File: src/rtl/snake_dir_ctrl.sv
// snake_dir_ctrl
//
// Turns the four debounced direction buttons into the snake's heading.
// Each button level is edge-detected against a history flop. Of the presses
// that rise in the same cycle, only the highest-priority one is kept
// (up > right > down > left). The kept press is registered and evaluated on
// the following cycle. Presses that repeat or reverse the reference heading
// are rejected. Accepted turns wait in a buffer and are applied one per
// game step.
//
// Heading encoding: 0 up, 1 right, 2 down, 3 left.
//
// Build option:
//   SNAKE_DIR_QUEUE_EN defined   - 2-entry turn queue. The reference heading
//                                  is the queue tail, or dir when the queue
//                                  is empty. q_count ranges 0..2.
//   SNAKE_DIR_QUEUE_EN undefined - single pending slot. The reference is
//                                  always dir. A valid press overwrites any
//                                  pending turn. q_count ranges 0..1.
//
// Parameters:
//   RESET_DIR  heading after reset
//
// Ports:
//   clk        system clock, shared with the debouncers
//   rst        synchronous, active-high reset
//   btn_up     debounced button level
//   btn_right  debounced button level
//   btn_down   debounced button level
//   btn_left   debounced button level
//   step       one-cycle game tick
//   dir        current heading, registered
//   turned     one-cycle pulse: dir changed on this step
//   rejected   one-cycle pulse: a press was discarded
//   q_count    number of buffered turns

module snake_dir_ctrl #(
  parameter logic [1:0] RESET_DIR = 2'd1
) (
  input  logic       clk,
  input  logic       rst,
  input  logic       btn_up,
  input  logic       btn_right,
  input  logic       btn_down,
  input  logic       btn_left,
  input  logic       step,
  output logic [1:0] dir,
  output logic       turned,
  output logic       rejected,
  output logic [1:0] q_count
);

  // ---------------------------------------------------------------------------
  // Edge detection and press priority
  // ---------------------------------------------------------------------------
  // Bit index equals the heading code, so the winning bit index is the
  // candidate heading.
  logic [3:0] btn_vec;
  logic [3:0] hist_q;
  logic [3:0] rise;
  logic       press_vld_d, press_vld_q;
  logic [1:0] press_dir_d, press_dir_q;

  assign btn_vec = {btn_left, btn_down, btn_right, btn_up};
  assign rise    = btn_vec & ~hist_q;

  always_comb begin
    press_vld_d = |rise;
    press_dir_d = 2'd0;
    if (rise[0]) begin
      press_dir_d = 2'd0;
    end else if (rise[1]) begin
      press_dir_d = 2'd1;
    end else if (rise[2]) begin
      press_dir_d = 2'd2;
    end else if (rise[3]) begin
      press_dir_d = 2'd3;
    end
  end

  // History resets high, so a button held through reset never produces a press.
  always_ff @(posedge clk) begin
    if (rst) begin
      hist_q      <= 4'b1111;
      press_vld_q <= 1'b0;
      press_dir_q <= 2'd0;
    end else begin
      hist_q      <= btn_vec;
      press_vld_q <= press_vld_d;
      press_dir_q <= press_dir_d;
    end
  end

  // ---------------------------------------------------------------------------
  // Turn buffer
  // ---------------------------------------------------------------------------
  logic       pop;       // step consumes a buffered turn this cycle
  logic       push;      // registered press is accepted this cycle
  logic       reject;    // registered press is discarded this cycle
  logic [1:0] head_dir;  // turn applied by a pop
  logic [1:0] ref_dir;   // heading a press is compared against
  logic       is_noop;
  logic       is_rev;

  assign is_noop = (press_dir_q == ref_dir);
  assign is_rev  = (press_dir_q == (ref_dir ^ 2'b10));

`ifdef SNAKE_DIR_QUEUE_EN
  logic [1:0][1:0] slot_q;
  logic            wptr_d, wptr_q;
  logic            rptr_d, rptr_q;
  logic [1:0]      count_d, count_q;
  logic            full_after_pop;

  always_comb begin
    pop      = step && (count_q != 2'd0);
    head_dir = slot_q[rptr_q];
    // With one entry the tail equals the head, so the tail is also the
    // post-pop reference when that entry is popped this cycle.
    ref_dir  = (count_q != 2'd0) ? slot_q[wptr_q ^ 1'b1] : dir;
    // A simultaneous pop frees the slot the press would need.
    full_after_pop = (count_q == 2'd2) && !pop;
    push     = press_vld_q && !is_noop && !is_rev && !full_after_pop;
    reject   = press_vld_q && !push;
    count_d  = count_q - {1'b0, pop} + {1'b0, push};
    wptr_d   = wptr_q ^ push;
    rptr_d   = rptr_q ^ pop;
  end

  always_ff @(posedge clk) begin
    if (rst) begin
      slot_q  <= '0;
      wptr_q  <= 1'b0;
      rptr_q  <= 1'b0;
      count_q <= 2'd0;
    end else begin
      if (push) begin
        slot_q[wptr_q] <= press_dir_q;
      end
      wptr_q  <= wptr_d;
      rptr_q  <= rptr_d;
      count_q <= count_d;
    end
  end

  assign q_count = count_q;
`else
  logic       pend_vld_d, pend_vld_q;
  logic [1:0] pend_dir_d, pend_dir_q;

  always_comb begin
    pop        = step && pend_vld_q;
    head_dir   = pend_dir_q;
    ref_dir    = dir;
    push       = press_vld_q && !is_noop && !is_rev;
    reject     = press_vld_q && !push;
    // A new press replaces any pending turn, including one popped this cycle.
    pend_vld_d = push || (pend_vld_q && !pop);
    pend_dir_d = push ? press_dir_q : pend_dir_q;
  end

  always_ff @(posedge clk) begin
    if (rst) begin
      pend_vld_q <= 1'b0;
      pend_dir_q <= 2'd0;
    end else begin
      pend_vld_q <= pend_vld_d;
      pend_dir_q <= pend_dir_d;
    end
  end

  assign q_count = {1'b0, pend_vld_q};
`endif

  // ---------------------------------------------------------------------------
  // Heading and status pulses
  // ---------------------------------------------------------------------------
  logic [1:0] dir_d, dir_q;
  logic       turned_q;
  logic       rejected_q;

  assign dir_d = pop ? head_dir : dir_q;

  always_ff @(posedge clk) begin
    if (rst) begin
      dir_q      <= RESET_DIR;
      turned_q   <= 1'b0;
      rejected_q <= 1'b0;
    end else begin
      dir_q      <= dir_d;
      turned_q   <= pop;
      rejected_q <= reject;
    end
  end

  assign dir      = dir_q;
  assign turned   = turned_q;
  assign rejected = rejected_q;

endmodule

File: config.mk
export PLATFORM = sky130hd
export DESIGN_NAME = snake_dir_ctrl
export DESIGN_NICKNAME = d
export VERILOG_FILES = /design/src/rtl/snake_dir_ctrl.sv
export SDC_FILE = /design/constraint.sdc
export NUM_CORES = 1
export LEC_CHECK = 0
export ABC_AREA = 1
export CAP_MARGIN = 0
export CORE_AREA = 10 10 47 49
export DETAILED_ROUTE_END_ITERATION = 8
export DIE_AREA = 0 0 57 59
export PLACE_DENSITY = 0.65
export SLEW_MARGIN = 20
export SYNTH_ARGS = -nofsm -noshare
export SYNTH_HDL_FRONTEND = slang
export SYNTH_SLANG_ARGS = --single-unit
File: constraint.sdc
create_clock -name clk -period 2.2 [get_ports clk]
set_input_delay 0.22 -clock clk [delete_from_list [all_inputs] [get_ports clk]]
set_output_delay 0.22 -clock clk [all_outputs]
set_load 0.05 [all_outputs]
# After elaboration in Yosys (flattened, before gate mapping)
# Cells that the tools add are included.
[word_totals] ram_bits=0 mem_bits_ro=0 out_inout_bits=6 reg_bits=14 latch_bits=0 memories=0 in_bits=7 wordCells=30
[classes] multipliers=0 n_lt_le_gt_ge=0 n_addsub=0 n_eq_ne=2 n_reduce_logical=13 bitwise=3 n_shift=0 n_div=0 mux=3
[op_table] operator="1-bit logical AND" count=5
[op_table] operator="4-bit bitwise AND" count=1
[op_table] operator="2-bit == test" count=2
[op_table] operator="1-bit logical NOT" count=4
[op_table] operator="2-bit 2-to-1 mux" count=2
[op_table] operator="4-bit inverter" count=1
[op_table] operator="4-bit OR reduction" count=1
[op_table] operator="3-bit OR reduction" count=1
[op_table] operator="2-bit OR reduction" count=1
[op_table] operator="1-bit logical OR" count=1
[op_table] operator="1-bit 2-to-1 mux" count=1
[op_table] operator="1-bit inverter" count=1

# Depth between registers and ports, before layout
# Gate-level depths: netlist of run 1.
[logic_depth] depth_word=6 mapped_depth=6 mapped_depth_nobuf=6

# Least setup slack after synthesis of run 1
# Ideal clock, no wire load.
[synth_timing] path_type="register to register" startpoint="register dir_q[0] (netlist: dir[0])" endpoint="register pend_dir_q[1] (netlist: head_dir[1])" arrival_ns=1.067 synth_period_minus_slack_ns=1.176 required_time_ns=2.090 setup_ns=0.110 path_buffers=0 setup_slack_ns=1.024 stages_incl_launch_ff=6 cell_sequence="dfxtp_1 -> nand2_1 -> nand3_2 -> nand2_1 -> inv_1 -> nor2_1"
[synth_between] elab_chain_len=4 elab_cells_between_ends=6 classes_between="eq/ne (2); reduce/logical (4)"
[synth_rtl] element="start, declared" line="178" text="logic [1:0] dir_d, dir_q;"
[synth_rtl] element="start signal, assigned" line="190" text="dir_q <= dir_d;"
[synth_rtl] element="2-bit == test" line="105" text="assign is_noop = (press_dir_q == ref_dir);"
[synth_rtl] element="1-bit logical NOT" line="155" text="push = press_vld_q && !is_noop && !is_rev;"
[synth_rtl] element="1-bit logical AND" line="155"
[synth_rtl] element="1-bit logical AND (*)" line="155"
[synth_rtl] element="end signal, assigned" line="168" text="pend_dir_q <= pend_dir_d;"
[synth_rtl] element="end, declared" line="149" text="logic [1:0] pend_dir_d, pend_dir_q;"
# Mark *: on every way between the ends. The rest lies on a longest branch, timed or not.
# A chain may end at the register's enable or synchronous reset.

# Worst setup path in the final report of run 1
[layout_timing] startpoint="register dir_q[0] (netlist: dir[0])" endpoint="output dir[0]"
[layout_rtl] element="end, declared" line="47" text="output logic [1:0] dir,"
# No word-level cell between the ends.

==> summary.txt, run 1 <==
Placement
  • GP Congestion: 0.7533
  • Placed Area: 629.4 um^2
  • Dpl hpwl: 710.4 um
  • Port Buffers: 11
  • Place WS: 760.0 ps

Timing
  • Rel. slew slack: 0.6664
  • Slew Viols, Final: 0
  • Period utilization: 0.7906
  • Worst Tran Pin Value: 498.8 ps
  • Hold WS: 445.2 ps
  • Fmax: 0.5749 GHz
  • Final Critical Period: 1739 ps
  • Setup TNS: 0 ps
  • Clock skew: 4.354 ps
  • RSZ-0062 raised after global routing: false
  • Hold Vio Cnt, Final: 0
  • Setup ws final: 460.6 ps
  • Final setup violation count: 0

Clocking
  • Later-pin clock latency in the skew report: 270 ps
  • Root Buffer: clkbuf_4
  • Post-CTS setup buffer count: 0
  • Clk buf depth: 2
  • H-tree Lvls: 1
  • Post-CTS sizing: 0
  • CTS tree: done
  • Clock transition at the registers of the reported paths: 90 ps
  • # hold bufs at CTS: 0
  • Clk sinks: 14
  • Num CTS Buffers: 3

GRT
  • Antenna violations before repair: 0
  • Most Crowded Layer GR: met2
  • Global-route wire length before repair: 1552 um
  • Total track usage: 0.05972
  • Met2 usage: 0.08062
  • Met3 layer usage reported by global route: 0.02575
  • GRT overflow: 0
  • Vias in the first global route: 392
  • Met1 GRT Util: 0.06691
  • Largest net degree at the start of global routing: 9

Yosys
  • Yosys Warn Count: 0
  • Ys flop type: dfxtp_1
  • Area share of the largest cell type after synthesis: 0.5450
  • Mean area per synthesized cell: 7.792 um^2
  • Largest cells by area after synthesis: dfxtp_1 (55%), nand2_1 (10%), inv_1 (8.8%)
  • Synthesized flop and latch total: 14
  • Mapped Cells: 66
  • Yosys top cell by area: dfxtp_1
  • Register area share after synthesis: 0.5450
  • Commonest cells post-synth: dfxtp_1 (14), nand2_1 (14), inv_1 (12), nor2_1 (7)
  • Netlist cell types: 15
  • Mapped Nets: 73
  • Cell Area, Synth: 514.2 um^2
  • Ys async rst share: 0
  • Post-synth EDFFs: 0

Finish
  • Post-layout util: 0.4750
  • Nets: 87
  • Filler cell count: 157
  • Antenna Diode Count: 0
  • Reg area: 280.3 um^2
  • Layout cells sized above 1: 0.1139
  • Finished Cell Area: 665.6 um^2
  • Synth-to-layout area growth: 29.44%
  • Multi-input gate area: 170.2 um^2

Critical path
  • Arr. time, crit path: 1520 ps
  • CP Class: flip-flop to output pin
  • CP max stage cell: clkdlybuf4s50_1
  • FF-to-FF path depth: 6
  • Family with the most delay on the worst path: buffers and inverters
  • Largest stage delay, worst path: 830 ps
  • Crit path capture type: output pin
  • Critical Path RT: 1980 ps
  • Crit path cell chain: clkdlybuf4s50_1
  • Element type at the critical path start: flip-flop
  • CP max FO: 5
  • WP depth: 1
  • CP bufs+invs: 1

Route
  • Wire length per cell: 9.253 um
  • Routed Wire Length: 879 um
  • DR DRC count: 0
  • DRT Pass-1 Iters: 4
  • Via Count: 412
  • Vias per cell: 4.337
  • Initial DRC count: 9
  • Final ANT Viol Nets: 0

Outcome
  • Status: complete, no violations

Worst hold path
  • Hold/Removal Path Class: flip-flop to flip-flop
  • Hold Path Stages: 2

Floorplan
  • Die Wd: 57 um
  • Rows: 14
  • Die Y: 59 um
  • Core ar.: 1401 um^2
  • Initial Utilization: 0.3670
  • Die Area: 3363 um^2
  • I/O pin cnt: 13

Run
  • Max cap viols: 0

Power
  • Max VDD drop: 0.3280 mV
  • Leak Pwr: 0.0003045 uW
  • Power Density: 790.5 nW/um^2
layout by cell type (no fill, tap or decap), types with 2 or more instances in the layout:
master / synthesis / layout
nor2_1: 7 / 7
clkdlybuf4s50_1: 0 / 11
clkbuf_4: 0 / 3
o21ai_0: 4 / 4
a21oi_1: 4 / 4
dfxtp_1: 14 / 14
nand2_1: 14 / 14
or2_2: 2 / 2
inv_1: 12 / 12
through the flow:
stage	instances	total power, uW
floorplan	66	328.3
global placement	91	351.0
detailed placement	91	352.0
CTS	95	534.3
global route	95	554.3
finish	95	526.2
layer usage:
layer  vias to the layer above  routed length [um]  share of wire
li1                        223                   -              -
met5                         -                   0              0
met2                        13                 358           0.41
met3                         2                  62          0.071
met1                       174                 448           0.51
met4                         0                   9          0.010
final cells by class:
class / instances / area share
inverter: 13 / 0.07331
sequential: 14 / 0.4211
timing repair buffer: 11 / 0.1654
multi-input combinational: 37 / 0.2556
clock buffer: 4 / 0.05451
tap: 16 / 0.03008
kinds of logic after synthesis:
| family | synth area share |
|---|---|
| buffers and inverters | 0.1241 |
| AND/OR/NAND/NOR | 0.2312 |
| AO/OA/AOI/OAI | 0.09247 |
| other | 0.007292 |
| flip-flops | 0.5450 |
flip-flops by register name, summed over array words and instances (netlist names):
register,cells
dir,2
head_dir,2
hist_q,4
pend_vld_q,1
press_dir_q,2
press_vld_q,1
rejected,1
turned,1
worst paths after layout:
check	from	endpoint	slack [ps]
worst max-delay path	dir[0]	dir[0]	460
worst min-delay path	dir[1]	dir[1]	450
worst min register to register	dir[1]	dir[1]	450
worst max register to register	dir[0]	head_dir[1]	1310
power by group:
part           total, uW  switching [uW]  internal, uW
sequential           274            6.58           267
clock                181            80.9           101
combinational       70.8            42.2          28.6
(Power assumes the default switching activity.)
==> run 2, diff against run 1 <==
- clock period: 2.2 -> 1.7 ns (I/O delays scaled with it)
==> summary.txt, run 2 (same netlist as run 1, synthesis figures left out) <==
Clocking
  • Later-pin clock latency in the skew report: 270 ps
  • # hold bufs at CTS: 0
  • Post-CTS sizing: 0
  • Num CTS Buffers: 3
  • H-tree Lvls: 1
  • Clk sinks: 14
  • Post-CTS setup buffer count: 0
  • Clock transition at the registers of the reported paths: 80 ps
  • Clk buf depth: 2
  • CTS tree: done
  • Root Buffer: clkbuf_4

Critical path
  • CP bufs+invs: 1
  • Crit path capture type: output pin
  • CP max stage cell: clkdlybuf4s50_1
  • FF-to-FF path depth: 6
  • Family with the most delay on the worst path: buffers and inverters
  • Element type at the critical path start: flip-flop
  • Reg2reg start: dir[0]
  • Largest stage delay, worst path: 810 ps
  • Crit path cell chain: clkdlybuf4s50_1
  • Crit. Startpoint: pend_vld_q
  • Critical Path RT: 1530 ps
  • WP depth: 1
  • CP Class: flip-flop to output pin
  • CP max FO: 3
  • Arr. time, crit path: 1430 ps

GRT
  • Total track usage: 0.05921
  • Antenna violations before repair: 0
  • Largest net degree at the start of global routing: 9
  • GRT overflow: 0
  • Global-route wire length before repair: 1518 um
  • Vias in the first global route: 401

Floorplan
  • Die Wd: 57 um
  • Die Area: 3363 um^2
  • Die Y: 59 um
  • I/O pin cnt: 13
  • Core ar.: 1401 um^2
  • Rows: 14
  • Initial Utilization: 0.3670

Placement
  • Dpl hpwl: 695.5 um
  • GP Congestion: 0.6163
  • Place WS: 384.6 ps
  • Port Buffers: 11
  • DP Cell Count: 91

Run
  • Max cap viols: 0

Power
  • Power Density: 1016 nW/um^2
  • Flop pwr share: 0.527
  • Sw Ratio: 0.2392
  • Max VDD drop: 0.4042 mV
  • Pint: 512.7 uW
  • Total power: 673.8 uW
  • Logic gate share of total power: 0.135
  • Clock power share: 0.338
  • Psw: 161.2 uW
  • Leak Pwr: 0.0003044 uW

Finish
  • Most frequent cells in the layout: nand2_1 (14), dfxtp_1 (14), inv_1 (12)
  • Largest register by flop count: hist_q
  • Nets: 87
  • Final std cells w/o fill: 95
  • Antenna Diode Count: 0
  • Filler cell count: 153
  • Synth-to-layout area growth: 28.95%
  • Max reg flops: 4
  • Layout cells sized above 1: 0.1266

Timing
  • Final setup violation count: 0
  • Final Critical Period: 1599 ps
  • Hold Vio Cnt, Final: 0
  • Worst Tran Pin Value: 500.2 ps
  • Setup ws final: 100.7 ps
  • RSZ-0062 raised after global routing: false
  • Rel. slew slack: 0.6655
  • Hold WS: 446.7 ps
  • Period utilization: 0.9408
  • Fmax: 0.6253 GHz
  • Clock skew: 1.888 ps
  • Slew Viols, Final: 0
  • Setup TNS: 0 ps

Worst hold path
  • Hold Path Stages: 2
  • Hold/Removal Path Class: flip-flop to flip-flop
  • Hold path startpoint: dir[1]

Route
  • Wire length per cell: 9.211 um
  • Initial DRC count: 4
  • DRT Pass-1 Iters: 4
  • Routed Wire Length: 875 um
  • Final ANT Viol Nets: 0
  • Via Count: 420
  • Vias per cell: 4.421
  • DR DRC count: 0

Outcome
  • Status: complete, no violations
-- run 2: cell count changes in the layout (fill, tap and decap cells not counted) --
cell,previous run,this run
buf_4,0,1
clkdlybuf4s50_1,11,10
-- run 2: power groups by stage --
stage,logic (uW),registers [uW],clock network [uW]
2_1_floorplan,49.8,375,0
3_3_place_gp,91.0,362,0
3_5_place_dp,91.9,363,0
4_1_cts,92.2,355,243
5_1_grt,102,358,259
6_report,91.1,355,228
-- run 2: worst paths after layout --
path | end | slack (ps)
worst max-delay path | q_count[0] | 100
worst min-delay path | dir[1] | 450
worst max register to register | head_dir[1] | 830
worst min register to register | dir[1] | 450
-- run 2: metal layers --
metal	global-route usage	part of all wire	wire length [um]	vias to the layer above
li1	-	-	-	220
met1	0.06061	0.46	405	185
met2	0.08372	0.43	377	13
met3	0.03004	0.094	82	2
met4	0.06040	0.010	9	0
met5	0	0	0	-
-- run 2: cell type report --
cell class                      instances  area [um^2]  share of cell area
Sequential cell                        14        280.3              0.4226
Inverter                               13        48.80             0.07358
Multi-Input combinational cell         37        170.2              0.2566
Tap cell                               16        20.02             0.03019
Clock buffer                            4        36.28             0.05472
Timing Repair Buffer                   11        107.6              0.1623
-- run 2: per-stage QoR --
step	instance area (um^2)	utilization
after floorplan	514.2	-
after global placement	626.9	0.4473
after detailed placement	626.9	0.4473
after CTS	663.1	0.4732
after global routing	663.1	0.4732
final	663.1	0.4732
